**src/rtl/vote_pkg.sv**
```systemverilog
// Shared definitions for the committee voting blocks: FSM states,
// one-hot verdict encodings and committee size.
package vote_pkg;

  localparam int N_VOTERS = 4;

  typedef enum logic [1:0] {
    IDLE    = 2'd0,
    COLLECT = 2'd1,
    EVAL    = 2'd2,
    RESULT  = 2'd3
  } state_t;

  localparam logic [2:0] REJECT = 3'b100;
  localparam logic [2:0] TIE    = 3'b010;
  localparam logic [2:0] PASS   = 3'b001;

endpackage

```
**src/rtl/vote_tally.sv**
```systemverilog
// Combinational 3-way tally of a 4-member ballot: 0-1 yes rejects,
// exactly 2 ties, 3-4 passes.
module vote_tally
  import vote_pkg::*;
(
  input  logic [N_VOTERS-1:0] ballot,
  output logic [2:0]          verdict,
  output logic [2:0]          yes_count
);

  always_comb begin
    yes_count = {2'b00, ballot[0]} + {2'b00, ballot[1]}
              + {2'b00, ballot[2]} + {2'b00, ballot[3]};
    if (yes_count <= 3'd1)
      verdict = REJECT;
    else if (yes_count == 3'd2)
      verdict = TIE;
    else
      verdict = PASS;
  end

endmodule

```
**src/rtl/vote_session_ctrl.sv**
```systemverilog
// Runs one committee ballot: collects one vote per member within a timed
// window, re-votes on ties up to MAX_ROUNDS, and holds the verdict until acked.
module vote_session_ctrl
  import vote_pkg::*;
#(
  parameter int TIMEOUT_CYC = 16,
  parameter int MAX_ROUNDS  = 3,
  parameter int TW          = 5
) (
  input  logic                clk,
  input  logic                rst_n,
  input  logic                start,
  input  logic [N_VOTERS-1:0] vote_valid,
  input  logic [N_VOTERS-1:0] vote_val,
  output logic [N_VOTERS-1:0] vote_ack,
  output logic                result_valid,
  input  logic                result_ack,
  output logic [2:0]          result,
  output logic [2:0]          yes_count,
  output logic [1:0]          round_o,
  output logic                timed_out,
  output logic                busy
);

  localparam logic [TW-1:0] TIMER_LAST = TW'(TIMEOUT_CYC - 1);
  localparam logic [1:0]    LAST_ROUND = 2'(MAX_ROUNDS);

  state_t              state;
  logic [N_VOTERS-1:0] cast;
  logic [N_VOTERS-1:0] ballot;
  logic [TW-1:0]       timer;
  logic [1:0]          round;

  logic [N_VOTERS-1:0] accept;
  logic [N_VOTERS-1:0] cast_next;
  logic [2:0]          tally_verdict;
  logic [2:0]          tally_yes;

  // A member is accepted only once per round; repeat offers are dropped.
  always_comb begin
    accept    = vote_valid & ~cast;
    cast_next = cast | accept;
  end

  vote_tally u_tally (
    .ballot    (ballot & cast),
    .verdict   (tally_verdict),
    .yes_count (tally_yes)
  );

  assign round_o = round;

  always_ff @(posedge clk or negedge rst_n) begin
    if (!rst_n) begin
      state        <= IDLE;
      cast         <= '0;
      ballot       <= '0;
      timer        <= '0;
      round        <= '0;
      vote_ack     <= '0;
      result_valid <= 1'b0;
      result       <= '0;
      yes_count    <= '0;
      timed_out    <= 1'b0;
      busy         <= 1'b0;
    end else begin
      vote_ack <= '0;
      case (state)
        IDLE: begin
          if (start) begin
            state  <= COLLECT;
            round  <= 2'd1;
            cast   <= '0;
            ballot <= '0;
            timer  <= '0;
            busy   <= 1'b1;
          end
        end
        COLLECT: begin
          vote_ack <= accept;
          cast     <= cast_next;
          ballot   <= (ballot & ~accept) | (vote_val & accept);
          timer    <= timer + 1'b1;
          // A full set wins over timeout, even on the final window cycle.
          if (cast_next == {N_VOTERS{1'b1}}) begin
            state     <= EVAL;
            timed_out <= 1'b0;
          end else if (timer == TIMER_LAST) begin
            state     <= EVAL;
            timed_out <= 1'b1;
          end
        end
        EVAL: begin
          if (tally_verdict == TIE && round < LAST_ROUND) begin
            state     <= COLLECT;
            round     <= round + 2'd1;
            cast      <= '0;
            ballot    <= '0;
            timer     <= '0;
            timed_out <= 1'b0;
          end else begin
            state        <= RESULT;
            result       <= tally_verdict;
            yes_count    <= tally_yes;
            result_valid <= 1'b1;
          end
        end
        RESULT: begin
          if (result_ack) begin
            state        <= IDLE;
            result_valid <= 1'b0;
            busy         <= 1'b0;
          end
        end
        default: begin
          state <= IDLE;
          busy  <= 1'b0;
        end
      endcase
    end
  end

endmodule

```
**config.mk**
```make
export PLATFORM = sky130hd
export DESIGN_NAME = vote_session_ctrl
export DESIGN_NICKNAME = d
export VERILOG_FILES = /design/src/rtl/vote_pkg.sv /design/src/rtl/vote_tally.sv /design/src/rtl/vote_session_ctrl.sv
export SDC_FILE = /design/constraint.sdc
export NUM_CORES = 1
export LEC_CHECK = 0
export BUFFER_PORTS_ARGS = -buffer_cell sky130_fd_sc_hd__buf_2
export CAP_MARGIN = 10
export CORE_MARGIN = 2
export CORE_UTILIZATION = 33
export DETAILED_ROUTE_END_ITERATION = 16
export RECOVER_POWER = 25
export SYNTH_ARGS = -nofsm -noshare
export SYNTH_HDL_FRONTEND = slang
export SYNTH_HIERARCHICAL = 1
export SYNTH_SLANG_ARGS = --single-unit
export TNS_END_PERCENT = 5
```
**constraint.sdc**
```tcl
create_clock -name clk -period 3 [get_ports clk]
set_clock_uncertainty 0.2 [all_clocks]
set_input_delay 0.15 -clock clk [delete_from_list [all_inputs] [get_ports clk]]
set_output_delay 0.15 -clock clk [all_outputs]
set_load 0.02 [all_outputs]
```
==> metrics.cfg, run 1 <==
[clock_tree]
numCtsBuffers=5
path_clk_slew_ns=0.06
htreeDepth=2
root_buffer=clkbuf_8
clock_path_buffers=2
clock-sinks=30
clock_latency_ns=0.28
tritoncts=yes

[layout]
antenna_cells=0
layout-drive-gt1-share_pct=30.9
final_common_cell=dfrtp_1
fin_util_pct=45.7
finalNetCount=200
area_growth_pct=34.8
final_area_um2=1960
final_cell_mix=dfrtp_1, clkbuf_1, buf_2, nor2_1

[critical_path]
crit_arrival_ns=3.11
cp-start-kind=flip-flop
end_kind=flip-flop
required_ns=3.01
cp_cell_sequence=and2_4, fa_1, ha_2, ha_4, nor3b_4, nor2b_4, nor4b_4, buf_4, o211a_4, buf_6, nand4b_1, a21oi_2
max_stage_delay_ns=0.49
cp_slowest_cell=fa_1
path_class=reg -> reg
cp_max_fo=5

[power]
powerDensity_nw_per_um2=914
clockPowerShare_pct=16.8
comb_power_share_pct=47.7
power_frac_seq_pct=35.4
internal-power_w=0.00110
p_leak_nw=0.854
p_switching_w=0.000694
ir_drop_mv=0.370
swShare_pct=38.7

[synth]
syn_inst=129
yosysWarnings=6
synth_cell_types=35
ys_seq_area_share_pct=51.5
syn_area_um2=1460
syn_avg_cell_area_um2=11.3
synthFlopType=dfrtp_1
synthesis.nets=148
synth_edf_count=0
async_flop_share_pct=100
ys_ff_latch=30

[placed_design]
gp_congestion=0.799
io_buffers=26
dpl_cell_area_um2=1710
hpwl_mm=2.23

[route]
via_count=1140
drtPass1Iterations=4
vias_per_cell=4.89
wl_per_cell_um=13.1
drc=0
wirelength_mm=3.06
drt_iter0_drc=93
final_antenna_net_count=0

[timing]
layout_min_cycle_time_ns=3.09
setup_slack_ns=-0.0929
rsz0062_at_grt=true
finalHoldViolCount=0
finalSetupViolCount=21
fmax_mhz=323
drv_slew=0
slew_headroom_pct=55.9
worst_pin_slew_ns=0.662
finalCritPeriodShare_pct=103

[floorplan]
core_area_um2=4290
dieHeight_um=70.4
rows=24
die_area_um2=4960
start_util_pct=33.9
io_pins=27
die_w_um=70.4

[grt]
grt_max_degree=31
grt_pass1_wl_mm=5.00
grt_usage_pct=13.4
first_global_vias=1076
antenna_found_initial=0
grt_overflow_total=0

[hold_path]
hp-class=in -> async

[run_status]
status=finished, violations left
violations=negative setup slack

[run]
drv_cap=0

==> layout make-up <==
cell class / instances / area (um2)
fillers: 415 / 2330
flip-flops and latches: 30 / 751
multi-input cells: 91 / 729
repair buffers: 49 / 327
clock buffers: 7 / 76.3
well taps: 52 / 65.1
inverters: 4 / 15.0
==> what timing repair did <==
action / CTS / global route
setup buffers: 2 / 0
hold endpoints to repair: 41 / 0
setup endpoints to repair: 22 / 24
hold buffers: 11 / 0
gates resized for setup: 12 / 6
pin swaps: 11 / 1
==> path summary, 6_finish.rpt <==
check	start	endpoint	slack (ns)	depth (start not counted)
max	ballot[3]$_DFFE_PN0P_	ballot[0]$_DFFE_PN0P_	-0.09	12
min	rst_n	vote_ack[0]$_DFF_PN0_	0.24	2
max reg2reg	ballot[3]$_DFFE_PN0P_	ballot[0]$_DFFE_PN0P_	-0.09	12
min reg2reg	result_valid$_DFFE_PN0P_	result_valid$_DFFE_PN0P_	0.29	1
max in group asynchronous	rst_n	yes_count[0]$_DFFE_PN0P_	1.93	2
min in group clk	result_valid$_DFFE_PN0P_	result_valid$_DFFE_PN0P_	0.29	1
==> synthesized netlist by cell type, drive strengths merged, types with 2 or more instances <==
cell	n	share of area, %
a21oi	14	5.1
a22o	2	1.3
and2	4	1.7
buf	3	1.4
dfrtp	30	52
ha	6	5.2
inv	4	1.0
mux2	6	4.6
nand2	4	1.0
nand2b	6	2.6
nand3	2	0.69
nand4b	4	2.4
nor2	15	4.0
nor2b	2	0.86
nor3b	3	2.7
o211a	2	1.4
o21ai	8	2.7
o22ai	3	1.3
or3	2	1.2
==> power groups by stage <==
stage          combinational [W]  sequential, W  clock [W]
2_1_floorplan           0.000471       0.000663          0
3_3_place_gp            0.000722       0.000634          0
3_5_place_dp            0.000738       0.000637          0
4_1_cts                 0.000830       0.000630   0.000315
5_1_grt                 0.000942       0.000652   0.000336
6_report                0.000856       0.000636   0.000302
==> critical path, delay by kind of cell (launching register included) <==
family          cells  cell delay, ns
flops               1            0.37
buf+inv             2            0.29
simple gates        5            0.85
fa+ha+maj           3            0.98
compound gates      2            0.32
==> routing by layer <==
layer | track usage (%) | wire length (um)
met3 | 6.20 | 134
met1 | 15.9 | 1360
met5 | 0 | 0
met4 | 5.77 | 43
met2 | 20.9 | 1520
==> registers in the layout, summed over array words and instances, names as in the netlist <==
| register | flops |
|---|---|
| ballot | 4 |
| busy | 1 |
| cast | 4 |
| result | 3 |
| result_valid | 1 |
| round_o | 2 |
| state | 2 |
| timed_out | 1 |
| timer | 5 |
| vote_ack | 4 |
| yes_count | 3 |
==> logic make-up after synthesis <==
kind of cell             share of synthesized area [%]
flip-flops                                        51.5
AND/OR/NAND/NOR                                   19.7
AO/OA/AOI/OAI                                     14.3
buffers and inverters                             2.66
multiplexers                                      5.33
adder cells (fa/ha/maj)                           6.53
==> metrics by stage <==
stage               total power (W)  hold WS [ns]  instances  setup WS (ns)  setup TNS, ns
CTS                         0.00178         0.271        233        -0.0938          -1.17
global placement            0.00136        0.0182        213        -0.0830         -0.659
finish                      0.00179         0.238        233        -0.0929          -1.40
global route                0.00193         0.308        233         -0.261          -4.47
detailed placement          0.00137        0.0338        213         -0.129          -1.70
floorplan                   0.00113        -0.346        129        -0.0190         -0.162
Note: power is estimated with default switching activity, not from simulation.
==> inputs of run 2 (changes only) <==
REMOVE_ABC_BUFFERS = 1   (was unset)
==> run 2 against run 1 <==
  * The flow still finishes with violations (negative setup slack)
  * Cell count down 1.3%
  * Clock power down 1%
  * Via count up 1.3%
  * Routed wire length up 2.8%
  * Non-clock buffer count down 3
  * Total power down 2.7%
  * Utilization down 0.87 points
  * Register-to-register slack better by 0.03 ns
  * First-iteration DRC count down 58%
  * Cell area down 1.9%
  * Sequential power about the same
  * Worst hold slack worse by 0.21 ns
  * Largest power group unchanged
  * Highest routed layer unchanged
==> metrics.cfg, run 2 (synthesis results as in run 1) <==
[run_status]
status=finished, violations left
violations=negative setup slack

[power]
p_leak_nw=0.847
power_frac_seq_pct=36.5
ir_drop_mv=0.380
clockPowerShare_pct=17.1
p_switching_w=0.000677
powerDensity_nw_per_um2=907
design_power_total_w=0.00175
comb_power_share_pct=46.5
swShare_pct=38.8
internal-power_w=0.00107

[critical_path]
cp-start-kind=flip-flop
r2r_start=ballot[0]$_DFFE_PN0P_
required_ns=2.96
r2r_cells=12
path_class=reg -> reg
cp_max_fo=7
rrSetupSlack_ns=-0.07
timing.rr.end=ballot[2]$_DFFE_PN0P_
crit_arrival_ns=3.03
end_kind=flip-flop

[route]
wl_per_cell_um=13.7
drt_iter0_drc=39
wirelength_mm=3.14
via_count=1155
drc=0
vias_per_cell=5.02
drtPass1Iterations=4
final_antenna_net_count=0

[floorplan]
core_area_um2=4290
dieHeight_um=70.4
die_w_um=70.4
rows=24
start_util_pct=33.9
die_area_um2=4960
io_pins=27

[timing]
drv_slew=0
finalSetupTns_ns=-0.553
rsz0062_at_grt=true
setup_slack_ns=-0.0664
worst_pin_slew_ns=0.661
slew_headroom_pct=55.9
layout_min_cycle_time_ns=3.07
finalCritPeriodShare_pct=102
finalSetupViolCount=12
fmax_mhz=326
finalHoldViolCount=0

[grt]
grt_max_degree=31
grt_usage_pct=14.0
grt_overflow_total=0
grt_pass1_wl_mm=5.43
antenna_found_initial=0
first_global_vias=1154

[clock_tree]
clock_latency_ns=0.27
path_clk_slew_ns=0.06
numCtsBuffers=5
clock_path_buffers=2
clock-sinks=30
htreeDepth=2
root_buffer=clkbuf_8
tritoncts=yes

[placed_design]
place_ws_ns=-0.264
gp_congestion=0.799
io_buffers=26
place_inst=212
hpwl_mm=2.32
dpl_cell_area_um2=1710

[layout]
final_area_um2=1930
finalNetCount=197
final-instance-count-excl-fill=230
area_growth_pct=32.2
final_cell_mix=dfrtp_1, clkbuf_1, buf_2, nor2_1, a21oi_1
antenna_cells=0
final_common_cell=dfrtp_1
layout-drive-gt1-share_pct=29.2
top_register=timer
largest_reg_flops=5

[hold_path]
hp-class=in -> reg
min_to=result_valid$_DFFE_PN0P_
min_from=result_ack
worstHoldPathCells=3

[run]
drv_cap=0

run 2: changes by cell type in the layout (fill, tap and decap cells not counted):
cell	before	now
o21ai_1	3	4
buf_6	3	1
a21oi_2	3	2
o211a_1	1	2
a21oi_1	11	12
o211a_4	1	0
buf_12	0	1
o21ai_2	1	0
dlygate4sd3_1	11	9
run 2: critical path: stages (launching register included):
cell and delay [ns]:
dfrtp_1 0.37, and2_4 0.16, fa_1 0.47, ha_2 0.21, ha_4 0.27, nor3b_4 0.20, nor2b_4 0.18, nor4b_4 0.21
buf_4 0.18, o211ai_4 0.08, buf_6 0.14, o21ai_0 0.20, a21oi_2 0.08
run 2: repair_timing:
item / in CTS / in global routing
setup endpoints to repair: 23 / 24
pin swaps: 7 / 1
setup buffers: 2 / 0
resized for setup: 13 / 3
hold buffers: 9 / 0
hold endpoints to repair: 41 / 0
run 2: layout make-up:
type / instances / area [um2]
Timing Repair Buffer: 46 / 304
Multi-Input combinational cell: 91 / 714
Inverter: 4 / 15.0
Fill cell: 426 / 2370
Tap cell: 52 / 65.1
Clock buffer: 7 / 76.3
Sequential cell: 30 / 751
run 2: power groups by stage:
stage	clock network (W)	logic, W	registers [W]
floorplan	0	0.000409	0.000687
global placement	0	0.000731	0.000629
detailed placement	0	0.000757	0.000638
CTS	0.000306	0.000826	0.000634
global route	0.000325	0.000887	0.000657
finish	0.000298	0.000811	0.000637
run 2: worst max path at each step:
stage                          start                     to  depth (start not counted)
5_1_grt        ballot[0]$_DFFE_PN0P_  ballot[2]$_DFFE_PN0P_                         12
3_5_place_dp   ballot[0]$_DFFE_PN0P_    cast[2]$_DFFE_PN0P_                         10
6_report       ballot[0]$_DFFE_PN0P_  ballot[2]$_DFFE_PN0P_                         12
3_3_place_gp   ballot[0]$_DFFE_PN0P_    cast[3]$_DFFE_PN0P_                         10
4_1_cts        ballot[0]$_DFFE_PN0P_  ballot[2]$_DFFE_PN0P_                         12
2_1_floorplan    cast[0]$_DFFE_PN0P_   timer[3]$_DFFE_PN0P_                         10
run 2: stage by stage:
| step | hold WS [ns] | utilization, % |
|---|---|---|
| after global routing | 0.0578 | 44.8 |
| after global placement | 0.0116 | 39.8 |
| after detailed placement | 0.0245 | 39.8 |
| after floorplan | -0.346 | - |
| final | 0.0236 | 44.8 |
| after CTS | 0.0241 | 45.1 |
run 2: per-layer routing:
layer / vias up / share of wire (%) / track usage (%)
li1: 556 / - / -
met1: 569 / 46 / 18.1
met2: 23 / 49 / 22.5
met3: 7 / 3.4 / 3.46
met4: 0 / 1.9 / 5.77
met5: - / 0 / 0
